===== config.mk =====
export PLATFORM = sky130hd
export DESIGN_NAME = uart_tx_arbiter
export DESIGN_NICKNAME = d
export VERILOG_FILES = /design/src/rtl/uart_tx_arbiter.sv
export SDC_FILE = /design/constraint.sdc
export NUM_CORES = 1
export LEC_CHECK = 0
export CAP_MARGIN = 20
export CORE_UTILIZATION = 43
export CTS_CLUSTER_DIAMETER = 200
export CTS_CLUSTER_SIZE = 20
export DETAILED_ROUTE_END_ITERATION = 16
export PLACE_DENSITY = 0.78
export RECOVER_POWER = 50
export SKIP_LAST_GASP = 1
export SLEW_MARGIN = 10
export SYNTH_ARGS = -nofsm -noshare
export SYNTH_HDL_FRONTEND = slang
export SYNTH_SLANG_ARGS = --single-unit

===== constraint.sdc =====
create_clock -name clk_sys_i -period 1.9 [get_ports clk_sys_i]
set_clock_uncertainty 0.1 [all_clocks]
set_input_delay 0.38 -clock clk_sys_i [delete_from_list [all_inputs] [get_ports clk_sys_i]]
set_output_delay 0.38 -clock clk_sys_i [all_outputs]
set_load 0.01 [all_outputs]

===== src/rtl/uart_tx_arbiter.sv =====
// Round-robin arbiter that shares one UART TX byte stream between NumReq requesters.
// A grant stays locked until newline, MaxBurst bytes, or the owner goes idle.
module uart_tx_arbiter #(
  parameter int unsigned NumReq   = 2,
  parameter int unsigned MaxBurst = 16
) (
  input  logic                  clk_sys_i,
  input  logic                  rst_sys_i,
  input  logic [NumReq-1:0]     req_valid_i,
  input  logic [NumReq*8-1:0]   req_data_i,
  output logic [NumReq-1:0]     req_ready_o,
  output logic                  tx_valid_o,
  output logic [7:0]            tx_data_o,
  input  logic                  tx_ready_i,
  output logic [NumReq-1:0]     grant_o,
  output logic                  busy_o
);

  localparam int unsigned IdxW = $clog2(NumReq);
  localparam int unsigned CntW = $clog2(MaxBurst + 1);

  typedef enum logic {
    IDLE,
    LOCKED
  } state_e;

  state_e          state_q, state_d;
  logic [IdxW-1:0] gnt_idx_q, gnt_idx_d;
  logic [IdxW-1:0] ptr_q, ptr_d;
  logic [CntW-1:0] burst_cnt_q, burst_cnt_d;
  logic            tx_valid_q, tx_valid_d;
  logic [7:0]      tx_data_q, tx_data_d;

  logic [IdxW-1:0] rr_sel;
  logic            rr_found;
  logic [IdxW-1:0] gnt_next;
  logic [CntW-1:0] burst_inc;
  logic [7:0]      gnt_byte;
  logic            gnt_valid;
  logic            can_load;
  logic            handshake;
  logic            release_grant;

  assign can_load  = !tx_valid_q || tx_ready_i;
  assign gnt_valid = req_valid_i[gnt_idx_q];
  assign gnt_byte  = req_data_i[{gnt_idx_q, 3'b000} +: 8];
  assign burst_inc = burst_cnt_q + 1'b1;
  assign gnt_next  = (gnt_idx_q == IdxW'(NumReq - 1)) ? '0 : gnt_idx_q + 1'b1;

  // First valid requester at or above ptr, wrapping past NumReq-1 back to 0.
  always_comb begin
    int unsigned     idx;
    logic [IdxW-1:0] idx_w;
    rr_sel   = '0;
    rr_found = 1'b0;
    idx      = 0;
    idx_w    = '0;
    for (int unsigned i = 0; i < NumReq; i++) begin
      idx = ptr_q + i;
      if (idx >= NumReq) begin
        idx = idx - NumReq;
      end
      idx_w = IdxW'(idx);
      if (!rr_found && req_valid_i[idx_w]) begin
        rr_found = 1'b1;
        rr_sel   = idx_w;
      end
    end
  end

  always_comb begin
    state_d       = state_q;
    gnt_idx_d     = gnt_idx_q;
    ptr_d         = ptr_q;
    burst_cnt_d   = burst_cnt_q;
    tx_valid_d    = tx_valid_q && !tx_ready_i;
    tx_data_d     = tx_data_q;
    req_ready_o   = '0;
    handshake     = 1'b0;
    release_grant = 1'b0;

    case (state_q)
      IDLE: begin
        if (rr_found) begin
          gnt_idx_d   = rr_sel;
          burst_cnt_d = '0;
          state_d     = LOCKED;
        end
      end
      LOCKED: begin
        req_ready_o[gnt_idx_q] = can_load;
        handshake              = gnt_valid && can_load;
        if (handshake) begin
          tx_valid_d  = 1'b1;
          tx_data_d   = gnt_byte;
          burst_cnt_d = burst_inc;
          if (gnt_byte == 8'h0A || burst_inc == CntW'(MaxBurst)) begin
            release_grant = 1'b1;
          end
        end else if (can_load) begin
          // Owner went idle while the output could take a byte; a stall never releases.
          release_grant = 1'b1;
        end
        if (release_grant) begin
          state_d = IDLE;
          ptr_d   = gnt_next;
        end
      end
      default: state_d = IDLE;
    endcase
  end

  always_comb begin
    grant_o = '0;
    if (state_q == LOCKED) begin
      grant_o[gnt_idx_q] = 1'b1;
    end
  end

  assign busy_o     = (state_q == LOCKED) || tx_valid_q;
  assign tx_valid_o = tx_valid_q;
  assign tx_data_o  = tx_data_q;

  always_ff @(posedge clk_sys_i) begin
    if (rst_sys_i) begin
      state_q     <= IDLE;
      gnt_idx_q   <= '0;
      ptr_q       <= '0;
      burst_cnt_q <= '0;
      tx_valid_q  <= 1'b0;
      tx_data_q   <= '0;
    end else begin
      state_q     <= state_d;
      gnt_idx_q   <= gnt_idx_d;
      ptr_q       <= ptr_d;
      burst_cnt_q <= burst_cnt_d;
      tx_valid_q  <= tx_valid_d;
      tx_data_q   <= tx_data_d;
    end
  end

endmodule


# ---- Yosys cells after proc, flatten, opt, wreduce, memory -nomap -nowiden
# Index checks and enable logic that the tools add are counted.
dict set report word_totals {
  ff_bits 17
  inputBits 21
  wordCells 67
}
dict set report classes {
  n_addsub 5
  n_lt_le_gt_ge 6
  eq_ne 4
  shifts 1
  muxes 29
  n_bitwise 2
  n_reduce_logical 14
}
# op n
set op_table {}
lappend op_table {{$mux 1} 22}
lappend op_table {{$shiftx 16x5->8} 1}
lappend op_table {{$mux 5} 2}
lappend op_table {{$pmux 5 s2} 1}
lappend op_table {{$eq 8x4->1 const B} 1}
lappend op_table {{$reduce_and 2->1} 4}
lappend op_table {{$lt 1x2->1 const B} 3}
lappend op_table {{$add 5x1->5 const B} 1}
lappend op_table {{$eq 5x5->1 const B} 1}
lappend op_table {{$logic_and 1x1->1} 4}
lappend op_table {{$mux 2} 2}
lappend op_table {{$logic_not 1->1} 3}
lappend op_table {{$logic_or 1x1->1} 3}
lappend op_table {{$add 1x1->2 const B} 1}
lappend op_table {{$and 2x2->2} 1}
lappend op_table {{$ge 1x2->1 const B} 1}
lappend op_table {{$ge 2x2->1 const B} 1}
lappend op_table {{$ne 2x1->1 const B} 1}
lappend op_table {{$ne 2x2->1 const B} 1}
lappend op_table {{$pmux 1 s2} 1}
lappend op_table {{$sub 1x1->1 const B} 2}
lappend op_table {{$add 1x1->1 const B} 1}
lappend op_table {{$demux 1 s1} 1}
lappend op_table {{$ge 1x1->1 const B} 1}
lappend op_table {{$not 1->1} 1}

# ---- Logic depth before layout (Yosys ltp)
# Gate-level depths: netlist of run 1.
dict set report logic_depth {
  ltp_word 10
  depth_mapped 6
  depth_no_buf 5
}

# ---- Worst setup path after synthesis of run 1
# Ideal clock, no wire load.
dict set report synth_path {
  kind {reg-to-reg}
  from {register gnt_idx_q}
  to {register burst_cnt_q[4]}
  setup_ns 0.080
  arrival_ns 1.246
  path_slack_ns 0.474
  stages_incl_launch_ff 7
  period_less_slack_ns 1.426
  cell_sequence {dfxtp_1 buf_6 mux2i_4 nor3_4 buf_6 a21oi_2 a211oi_2}
}
dict set report synth_between {
  elab_chain_cells 5
}
# element line_no
set synth_lines {}
lappend synth_lines {{start, declared} 28} ;# logic [IdxW-1:0] gnt_idx_q, gnt_idx_d;
lappend synth_lines {{start signal, assigned} 134} ;# gnt_idx_q <= gnt_idx_d;
lappend synth_lines {{$mux 1 (not written as such) (2 in a row)} 45} ;# assign gnt_valid = req_valid_i[gnt_idx_q];
lappend synth_lines {{$logic_and 1x1->1} 92} ;# handshake = gnt_valid && can_load;
lappend synth_lines {{$ne 2x1->1 (no line)} n/a}
lappend synth_lines {{$reduce_and 2->1 (no line)} n/a}
lappend synth_lines {{end signal, assigned} 136} ;# burst_cnt_q <= burst_cnt_d;
lappend synth_lines {{end, declared} 30} ;# logic [CntW-1:0] burst_cnt_q, burst_cnt_d;
# No other way between the ends. The select of a mux whose other input is x is not followed.
# A chain may end at the register's enable or synchronous reset.

# ---- Worst setup path in the final report of run 1
dict set report layout_path {
  from {register state_q}
  to {output port grant_o[1]}
}
dict set report layout_between {
  elab_chain_cells 1
}
# element line_no
set layout_lines {}
lappend layout_lines {{start, declared} 27} ;# state_e state_q, state_d;
lappend layout_lines {{start signal, assigned} 133} ;# state_q <= state_d;
lappend layout_lines {{$mux 2} 115} ;# if (state_q == LOCKED) begin
lappend layout_lines {{end, declared} 15} ;# output logic [NumReq-1:0] grant_o,
# No other way between the ends.

==> results of run 1 <==
state kept, by name (all words and copies together), names as in the netlist:
register / cells
ptr_q: 1
tx_data_o: 8
gnt_idx_q: 1
tx_valid_o: 1
burst_cnt_q: 5
state_q: 1
worst max-delay path, stage by stage (launching register included):
cell and delay [ns]:
dfxtp_4 0.39, and2_1 0.13, clkdlybuf4s50_1 0.53
stage by stage:
| stage | cell area (um2) | hold WS (ns) |
|---|---|---|
| global placement | 1339 | 0.3855 |
| CTS | 1374 | 0.4101 |
| floorplan | 950.9 | 0.3620 |
| global route | 1385 | 0.4413 |
| detailed placement | 1339 | 0.3948 |
| finish | 1385 | 0.4108 |
cell type report:
class | instances | area, um2 | area share, %
clock buffers | 3 | 22.52 | 1.626
multi-input cells | 75 | 564.3 | 40.74
well taps | 27 | 33.78 | 2.439
repair buffers | 44 | 404.1 | 29.18
inverters | 2 | 7.507 | 0.5420
flip-flops and latches | 17 | 347.8 | 25.11
clock inverters | 1 | 5.005 | 0.3613
cells by family (layout without fill, tap and decap cells):
group	Yosys count	count (layout)	share of synthesized area [%]
AOI/OAI and AO/OA	27	27	24.60
adders and majority gates	1	1	1.316
buffers and inverters	8	50	5.657
DFF	17	17	35.79
muxes	10	10	11.84
and+or+nand+nor	37	37	20.79
routing by layer:
metal / GRT usage (%) / routed length, um
met3: 3.738 / 89
met2: 39.35 / 1115
met5: 0 / 0
met1: 26.15 / 1069
met4: 10.29 / 31
power by group:
group	leakage [nW]	total, mW	internal (mW)	switching, mW
sequential	0.140	0.397	0.379	0.0174
combinational	0.338	0.257	0.140	0.117
clock	0.0177	0.197	0.0785	0.118
total	0.496	0.850	0.598	0.252
placed cells by master, fill, tap and decap left out, drive strengths merged, types with 3 or more instances in the layout:
| master | instances |
|---|---|
| a211oi | 11 |
| a21oi | 6 |
| a41oi | 3 |
| buf | 10 |
| clkbuf | 5 |
| clkdlybuf4s50 | 28 |
| dfxtp | 17 |
| mux2i | 10 |
| nand2 | 3 |
| nor2 | 16 |
| nor2b | 3 |
| nor3 | 3 |
| o21ai | 3 |
final timing paths:
| kind | startpoint | endpoint | slack (ns) | depth (start not counted) |
|---|---|---|---|---|
| min | burst_cnt_q[4] | burst_cnt_q[4] | 0.41 | 1 |
| max reg2reg | gnt_idx_q | burst_cnt_q[3] | 0.24 | 6 |
| min reg2reg | burst_cnt_q[4] | burst_cnt_q[4] | 0.41 | 1 |
| max | state_q | grant_o[1] | 0.08 | 2 |
timing repair:
action | CTS | global route
setup buffers | 0 | 2
resized for setup | 7 | 6
endpoints found under the hold margin | 0 | 0
setup endpoints to repair | 5 | 5
==> results.json, run 1 <==
{
  "clkSinkCount": 17,
  "grt_start_max_net_pins": 17,
  "power_leakage_nw": 0.4957,
  "netlist_area_um2": 950.9,
  "min_period_over_period_pct": 95.73,
  "drt_iter0_markers": 6,
  "synthFlopType": "dfxtp_1",
  "async_flop_share_pct": 0,
  "outcome": "completed",
  "die_y_um": 49.03,
  "drc": 0,
  "diodes": 0,
  "yosys_warnings": 0,
  "rows": 16,
  "grt_first_pass_wirelength_um": 4112,
  "hold_class": "reg -> reg",
  "post-dp-hpwl_um": 1788,
  "yosys_register_bits": 17,
  "gr-usage-all-layers_pct": 22.32,
  "cts_tree": "yes",
  "wirelength_um": 2305,
  "wl_per_cell_um": 13.64,
  "syn_to_final_growth_pct": 45.66,
  "yosys-top-cells-area": "dfxtp_1 36%, a211oi_2 12%, mux2i_1 9.5%",
  "finalSetupViolCount": 0,
  "layout_setup_ws_ns": 0.08110,
  "worstPathArrival_ns": 1.34,
  "coreArea_mm2": 0.002022,
  "via_per_inst": 5.320,
  "die_w_um": 49.03,
  "total_power_mw": 0.8502,
  "cp-start-kind": "register",
  "min_period_ns": 1.819,
  "final_layout_size_suffix_gt1_share_pct": 23.24,
  "fmax_mhz": 549.8,
  "pre_cts_ws_ns": -0.2917,
  "io_buffers": 34,
  "tightest_slew_ns": 0.4050,
  "final_core_util_pct": 68.50,
  "cts_hold_buf": 0,
  "vdd_ir_drop_max_mv": 0.4967,
  "grt_setup_unrepaired": "false",
  "cap_violations": 0,
  "synth_top_cell_area_share_pct": 35.79,
  "synth.most_common_cell": "dfxtp_1",
  "synth.distinct_cells": 34,
  "vias": 899,
  "finish.net_count": 165,
  "clockBufferDepth": 2,
  "dieArea_mm2": 0.002403,
  "maxSlewViolCount": 0,
  "cp.required_ns": 1.42,
  "htree_levels": 1,
  "clk_pin_slew_ns": 0.10,
  "synth_top_area_cell": "dfxtp_1",
  "syn_area_per_cell_um2": 9.509,
  "ios": 35,
  "overflow": 0,
  "path_class": "reg -> out",
  "cts_buffers": 3,
  "gp_congestion": 0.8182,
  "dr.pass1.iters": 4,
  "syn-num-nets": 122,
  "root_buffer": "clkbuf_4",
  "ys_top_cells_by_count": "17 x dfxtp_1, 15 x nor2_1, 9 x a211oi_2, 9 x mux2i_1, 5 x a21oi_1",
  "p_per_area_mw_per_mm2": 613.8,
  "clk_latency_ns": 0.30,
  "initial_utilization_pct": 47.03,
  "synth_cells": 100,
  "seq_area_frac_synth_pct": 35.79,
  "antenna_left": 0,
  "place_inst": 163,
  "tns_ns": 0,
  "max_slew_margin_pct": 72.92,
  "synth_edf_count": 0,
  "grt_antenna_before_repair": 0,
  "hold_violations": 0,
  "grt_pass1_vias": 932,
  "cp_max_fo": 7,
  "layout.cells.non_filler": 169,
  "fillers": 174,
  "crit_path_end_kind": "output pin"
}
Note: power is estimated with default switching activity, not from simulation.
==> run 2: changes to the inputs <==
--- a/config.mk
+++ b/config.mk
@@ -7,7 +7,7 @@
 export LEC_CHECK = 0
 export CAP_MARGIN = 20
 export CORE_UTILIZATION = 43
-export CTS_CLUSTER_DIAMETER = 200
+export CTS_CLUSTER_DIAMETER = 40
 export CTS_CLUSTER_SIZE = 20
 export DETAILED_ROUTE_END_ITERATION = 16
 export PLACE_DENSITY = 0.78
==> results of run 2 <==
Final layout, timing and power as in run 1 (identical DEF).
